File: config.mk
export PLATFORM = sky130hd
export DESIGN_NAME = apb_master
export DESIGN_NICKNAME = d
export VERILOG_FILES = /design/src/rtl/apb_master_pkg.sv /design/src/rtl/apb_timeout_cnt.sv /design/src/rtl/apb_master.sv
export SDC_FILE = /design/constraint.sdc
export NUM_CORES = 1
export LEC_CHECK = 0
export BUFFER_PORTS_ARGS = -buffer_cell sky130_fd_sc_hd__buf_2
export CORE_MARGIN = 1
export CORE_UTILIZATION = 40
export DETAILED_ROUTE_END_ITERATION = 10
export PLACE_DENSITY_LB_ADDON = 0.25
export SYNTH_ARGS = -nofsm -noshare
export SYNTH_HDL_FRONTEND = slang
export SYNTH_SLANG_ARGS = --single-unit
File: constraint.sdc
create_clock -name PCLK -period 3.7 [get_ports PCLK]
set_input_delay 0.37 -clock PCLK [delete_from_list [all_inputs] [get_ports PCLK]]
set_output_delay 0.37 -clock PCLK [all_outputs]
set_load 0.02 [all_outputs]
File: src/rtl/apb_master_pkg.sv
// apb_master_pkg: shared types and constants for the APB requester.
// Build option: APB_TIMEOUT_EN (enables the ACCESS-phase timeout counter).
package apb_master_pkg;

    // Requester phases
    typedef enum logic [1:0] {
        IDLE   = 2'd0,
        SETUP  = 2'd1,
        ACCESS = 2'd2,
        RESP   = 2'd3
    } state_t;

    // Word offsets of the two halves of a 64-bit block
    localparam logic [3:0] LO_OFS = 4'h0;
    localparam logic [3:0] HI_OFS = 4'h1;

    // APB beat width and DES block width
    localparam int APB_DATA_W = 32;
    localparam int BLOCK_W    = 64;

    // Low address nibble for a given beat of a wide transfer
    function automatic logic [3:0] beat_ofs(input logic beat);
        return beat ? HI_OFS : LO_OFS;
    endfunction

endpackage

File: src/rtl/apb_timeout_cnt.sv
// apb_timeout_cnt: clear/increment counter that flags the increment which
// brings the count to TIMEOUT_CYCLES. Only present when APB_TIMEOUT_EN is
// defined; without it the module is not compiled at all.
`ifdef APB_TIMEOUT_EN
module apb_timeout_cnt #(
    parameter int TIMEOUT_CYCLES = 16
) (
    input  logic clk_i,
    input  logic rst_i,
    input  logic clr_i,
    input  logic inc_i,
    output logic expire_o
);

    localparam int CNT_W = $clog2(TIMEOUT_CYCLES + 1);
    localparam logic [CNT_W-1:0] LAST = CNT_W'(TIMEOUT_CYCLES - 1);

    logic [CNT_W-1:0] cnt_q;
    logic             at_last;

    assign at_last  = (cnt_q == LAST);
    // Expiry fires on the increment that would reach TIMEOUT_CYCLES
    assign expire_o = inc_i && at_last;

    // Count stalled ACCESS cycles; clear wins over increment, stop at the limit
    always_ff @(posedge clk_i) begin
        if (rst_i || clr_i) begin
            cnt_q <= '0;
        end else if (inc_i && !at_last) begin
            cnt_q <= cnt_q + 1'b1;
        end
    end

endmodule
`endif

File: src/rtl/apb_master.sv
// apb_master: valid/ready command port to APB SETUP/ACCESS transfers with a
// one-cycle response. Wide commands move a 64-bit block as two 32-bit beats
// (low word at offset 0x0, high word at 0x1).
// Build option: APB_TIMEOUT_EN adds an ACCESS-phase timeout (TIMEOUT_CYCLES).
module apb_master
    import apb_master_pkg::*;
#(
    parameter int ADDR_W         = 12,
    parameter int TIMEOUT_CYCLES = 16
) (
    input  logic                  PCLK,
    input  logic                  PRESET,
    input  logic                  cmd_valid,
    output logic                  cmd_ready,
    input  logic                  cmd_write,
    input  logic                  cmd_wide,
    input  logic [ADDR_W-1:0]     cmd_addr,
    input  logic [BLOCK_W-1:0]    cmd_wdata,
    output logic                  rsp_valid,
    output logic [BLOCK_W-1:0]    rsp_rdata,
    output logic                  rsp_err,
    output logic                  rsp_timeout,
    output logic                  PSEL,
    output logic                  PENABLE,
    output logic                  PWRITE,
    output logic [ADDR_W-1:0]     PADDR,
    output logic [APB_DATA_W-1:0] PWDATA,
    input  logic [APB_DATA_W-1:0] PRDATA,
    input  logic                  PREADY,
    input  logic                  PSLVERR
);

    state_t                 state_q;
    logic                   beat_q;
    logic                   wide_q;
    logic [ADDR_W-5:0]      addr_hi_q;
    logic [APB_DATA_W-1:0]  wdata_hi_q;

    logic                   cmd_ready_q;
    logic                   rsp_valid_q;
    logic [BLOCK_W-1:0]     rsp_rdata_q;
    logic                   rsp_err_q;
    logic                   psel_q;
    logic                   penable_q;
    logic                   pwrite_q;
    logic [ADDR_W-1:0]      paddr_q;
    logic [APB_DATA_W-1:0]  pwdata_q;

    logic [ADDR_W-1:0]      paddr_first_d;
    logic                   last_beat;
    logic                   tmo_hit;

    // First-beat address: wide commands replace the low nibble with LO_OFS
    always_comb begin
        paddr_first_d = cmd_addr;
        if (cmd_wide) begin
            paddr_first_d = {cmd_addr[ADDR_W-1:4], LO_OFS};
        end
    end

    // A beat is the last one unless it is beat 0 of a wide command
    assign last_beat = !(wide_q && !beat_q);

`ifdef APB_TIMEOUT_EN
    logic rsp_timeout_q;

    apb_timeout_cnt #(
        .TIMEOUT_CYCLES (TIMEOUT_CYCLES)
    ) u_timeout_cnt (
        .clk_i    (PCLK),
        .rst_i    (PRESET),
        .clr_i    (state_q == SETUP),
        .inc_i    ((state_q == ACCESS) && !PREADY),
        .expire_o (tmo_hit)
    );

    assign rsp_timeout = rsp_timeout_q;
`else
    // No timeout hardware: ACCESS waits for PREADY indefinitely
    logic [31:0] unused_timeout_cfg;
    assign unused_timeout_cfg = 32'(TIMEOUT_CYCLES);
    assign tmo_hit            = 1'b0;
    assign rsp_timeout        = 1'b0;
`endif

    // Requester FSM with registered APB and response outputs
    always_ff @(posedge PCLK) begin
        if (PRESET) begin
            state_q     <= IDLE;
            beat_q      <= 1'b0;
            wide_q      <= 1'b0;
            addr_hi_q   <= '0;
            wdata_hi_q  <= '0;
            cmd_ready_q <= 1'b1;
            rsp_valid_q <= 1'b0;
            rsp_rdata_q <= '0;
            rsp_err_q   <= 1'b0;
            psel_q      <= 1'b0;
            penable_q   <= 1'b0;
            pwrite_q    <= 1'b0;
            paddr_q     <= '0;
            pwdata_q    <= '0;
`ifdef APB_TIMEOUT_EN
            rsp_timeout_q <= 1'b0;
`endif
        end else begin
            unique case (state_q)
                IDLE: begin
                    if (cmd_valid) begin
                        state_q     <= SETUP;
                        beat_q      <= 1'b0;
                        wide_q      <= cmd_wide;
                        addr_hi_q   <= cmd_addr[ADDR_W-1:4];
                        wdata_hi_q  <= cmd_wdata[BLOCK_W-1:APB_DATA_W];
                        cmd_ready_q <= 1'b0;
                        rsp_rdata_q <= '0;
                        psel_q      <= 1'b1;
                        penable_q   <= 1'b0;
                        pwrite_q    <= cmd_write;
                        paddr_q     <= paddr_first_d;
                        pwdata_q    <= cmd_wdata[APB_DATA_W-1:0];
                    end
                end

                SETUP: begin
                    state_q   <= ACCESS;
                    penable_q <= 1'b1;
                end

                ACCESS: begin
                    if (PREADY) begin
                        if (!pwrite_q) begin
                            if (beat_q) begin
                                rsp_rdata_q[BLOCK_W-1:APB_DATA_W] <= PRDATA;
                            end else begin
                                rsp_rdata_q[APB_DATA_W-1:0] <= PRDATA;
                            end
                        end
                        if (PSLVERR || last_beat) begin
                            state_q     <= RESP;
                            psel_q      <= 1'b0;
                            penable_q   <= 1'b0;
                            rsp_valid_q <= 1'b1;
                            rsp_err_q   <= PSLVERR;
                        end else begin
                            // Second beat re-enters SETUP with PENABLE low
                            state_q   <= SETUP;
                            beat_q    <= 1'b1;
                            penable_q <= 1'b0;
                            paddr_q   <= {addr_hi_q, beat_ofs(1'b1)};
                            pwdata_q  <= wdata_hi_q;
                        end
                    end else if (tmo_hit) begin
                        // Completer never answered: abandon the whole command
                        state_q     <= RESP;
                        psel_q      <= 1'b0;
                        penable_q   <= 1'b0;
                        rsp_valid_q <= 1'b1;
                        rsp_err_q   <= 1'b1;
`ifdef APB_TIMEOUT_EN
                        rsp_timeout_q <= 1'b1;
`endif
                    end
                end

                RESP: begin
                    state_q     <= IDLE;
                    cmd_ready_q <= 1'b1;
                    rsp_valid_q <= 1'b0;
                    rsp_err_q   <= 1'b0;
`ifdef APB_TIMEOUT_EN
                    rsp_timeout_q <= 1'b0;
`endif
                end

                default: begin
                    state_q <= IDLE;
                end
            endcase
        end
    end

    assign cmd_ready = cmd_ready_q;
    assign rsp_valid = rsp_valid_q;
    assign rsp_rdata = rsp_rdata_q;
    assign rsp_err   = rsp_err_q;
    assign PSEL      = psel_q;
    assign PENABLE   = penable_q;
    assign PWRITE    = pwrite_q;
    assign PADDR     = paddr_q;
    assign PWDATA    = pwdata_q;

endmodule

==> impl_results.md <==
- Boundary Pins: 230
- Crit path buf inv count: 2
- DRC: 0
- Post-route minimum period: 2520 ps
- R2r setup slk: 1180 ps
- WP data required: 4010 ps
- Synth-to-layout area growth: 31.1%
- Row count: 43
- CP startpoint: state_q[1]
- Outcome: finished clean
- Hold Slack: 165 ps
- Pwr dens: between 500 and 600 nW/µm²
- Crit path DAT: ~2800 ps
- Startpoint Class: register
- Commonest non-fill, non-tap cells in the layout: buf_2, dfxtp_1, nand2_1
- Reg clk slew, reported paths: 60 ps
- Worst relative slew slack: 15.0%
- First-pass GRT wire length: around 24000 µm
- DIE WIDTH: about 120 µm
- Leak: 3.55 nW
- Cell repeated most along the worst path: buf_4
- Hpwl dp: 9960 µm
- Cell Area, Synth: 5760 µm²
- Critical path, cell by cell: buf_4 -> nand2_2 -> a221oi_4 -> buf_4 -> nor2_1 -> a211oi_1
- Crit path capture: PWDATA[3]
- Reg2reg start: state_q[1]
- Cts-stage hold buffer count: 0
- Max-cap viol count: 0
- Register bit total from synthesis: 158
- Yosys cell types: 27
- Number of routed nets with antenna violations: 0
- Reg2reg path depth: 6
- Post-synth EDFFs: 0
- Commonest non-fill, non-tap cell in the layout: buf_2
- Worst path depth: 6
- Die Area: 14900 µm²
- Cell family with most CP delay: buffers and inverters
- Total grt overflow: 0
- Setup Skew: 6.07 ps
- Inserted Clock Buffers: 17
- # setup viols final: 0
- Mapped Nets: 694
- First-pass DRT Iterations: 5
- Top cells by area, synth: dfxtp_1, a32o_1, mux2i_1
- Final worst slack: 1180 ps
- Cell accounting for the most synthesized area: dfxtp_1
- H-tree depth: 4
- Main synth FF type: dfxtp_1
- Core Region: 14000 µm²
- Final Wtd Congestion: 0.736
- Slowest stage delay, CP: 570 ps
- RSZ-0062 raised after global routing: no
- Initial antenna violation count: 0
- Total clock sinks: 158
- Synth warn: 0
- Filler cells: about 1300
- Die height: 122 µm
- Setup TNS: 0 ps
- Hold crit path type: in -> reg
- Critical path type: reg -> reg
- Fmax: 0.396 GHz
- Via/cell ratio: 5.27
- Final core utilization: 54.0%
- Fin. max-slew vios: 0
- Tot GR Track Use: 20.4%
- Top cell type's share of synthesized area: a little over half
- Worst Max-Slew Pin Slew: 1270 ps
- RR Endpoint: PWDATA[3]
- Clock Latency Late Sink: 430 ps
- Max IR drop VDD: 308 µV
- Largest net degree at the start of global routing: 100
- Share of cells above drive strength 1: 35.0%
- Post-synthesis sequential area ratio: 54.9%
- TritonCTS clock tree: yes
- DRT iter0 DRCs: 221
- Initial core utilization: 41.2%
- Max FO, Critical Path: 69
- Clock buffer depth: 2
- Number of diodes: 0
- I/O Buffers: 228
- Final #Nets: 890
- Slowest-stage cell, CP: buf_4
- Cell count after synthesis: 579
- Routed WL per cell: 15.8 µm
- FFs w/ async S/R, synth: 0%
- Final worst path period share: 68.2%
- Pre-CTS setup slack: 1010 ps
- Kind of end point of the critical path: register
- DR vias: about 5100
- # resized after CTS: 0
- Post-CTS Setup Inserts: 0
- Vias in the first global route: 4895
- DRT Wirelength: 15200 µm
- Power, Total: 4.18 mW
- Mapped Avg Cell Area: between 9 and 10 µm²
- Root Buffer: clkbuf_16
- Hold Fails Final Rpt: 0
layout make-up:
class                   instances  area [µm²]  area share (%)
clock buffers                  17         425            5.63
inverters                       1        3.75          0.0497
flip-flops and latches        158        3160            41.9
well taps                     180         225            2.98
multi-input cells             362        2380            31.5
repair buffers                235        1200            15.8
clock inverters                15         160            2.12
metal layers:
metal | up-vias | track usage (%) | wire length, µm
met4 | 0 | 8.18 | 231
met2 | 216 | 33.9 | 7170
li1 | 2504 | - | -
met3 | 22 | 8.75 | 1640
met1 | 2364 | 23.0 | 6200
met5 | - | 0 | 0
logic make-up after synthesis:
group / count (synthesis) / share of synthesized area, %
compound gates: 162 / 22.0
flops: 158 / 54.9
simple gates: 158 / 11.3
buf+inv: 59 / 4.56
mux: 41 / 7.12
other cells: 1 / 0.0651
flip-flops by register name, summed over array words and instances (netlist names):
name	count
addr_hi_q	8
PADDR	12
rsp_valid	1
PWDATA	32
PWRITE	1
beat_q	1
rsp_err	1
state_q	2
cmd_ready	1
wdata_hi_q	32
rsp_rdata	64
PSEL	1
PENABLE	1
wide_q	1
worst register-to-register path, stage by stage (launching register included):
cell and delay [ps]:
dfxtp_2 390, buf_4 570, nand2_2 230, a221oi_4 330, buf_4 490, nor2_1 120, a211oi_1 280
cell usage after synthesis, types with 2 or more instances:
library cell,n
buf_4,6
nand2_1,84
o21ai_0,4
nand2b_1,7
a211oi_1,42
nor3_1,4
nor3b_1,3
a21oi_1,47
mux2i_1,41
clkbuf_1,36
nand3_1,3
buf_2,15
nor2_1,50
nor2b_1,3
o31ai_1,2
a32o_1,64
dfxtp_1,158
through the flow:
step / area (µm²) / instances
detailed placement: 6970 / 936
global placement: 6970 / 936
global route: 7550 / 968
floorplan: 5760 / 579
CTS: 7550 / 968
finish: 7550 / 968
how the worst min path moves through the flow:
stage	slack, ps	end	from	cells past startpoint
2_1_floorplan	440	addr_hi_q[0]	addr_hi_q[0]	2
3_3_place_gp	440	wdata_hi_q[11]	wdata_hi_q[11]	2
3_5_place_dp	450	wdata_hi_q[14]	wdata_hi_q[14]	2
4_1_cts	150	PADDR[2]	cmd_addr[2]	3
5_1_grt	170	wdata_hi_q[31]	cmd_wdata[63]	3
6_report	160	PADDR[2]	cmd_addr[2]	3
report_power, final:
part	total, mW	internal, mW	leakage, nW	switching (mW)
registers	1.86	1.80	1.29	0.0559
clock network	1.73	1.00	0.285	0.727
logic	0.588	0.211	1.97	0.377
(Power assumes the default switching activity.)
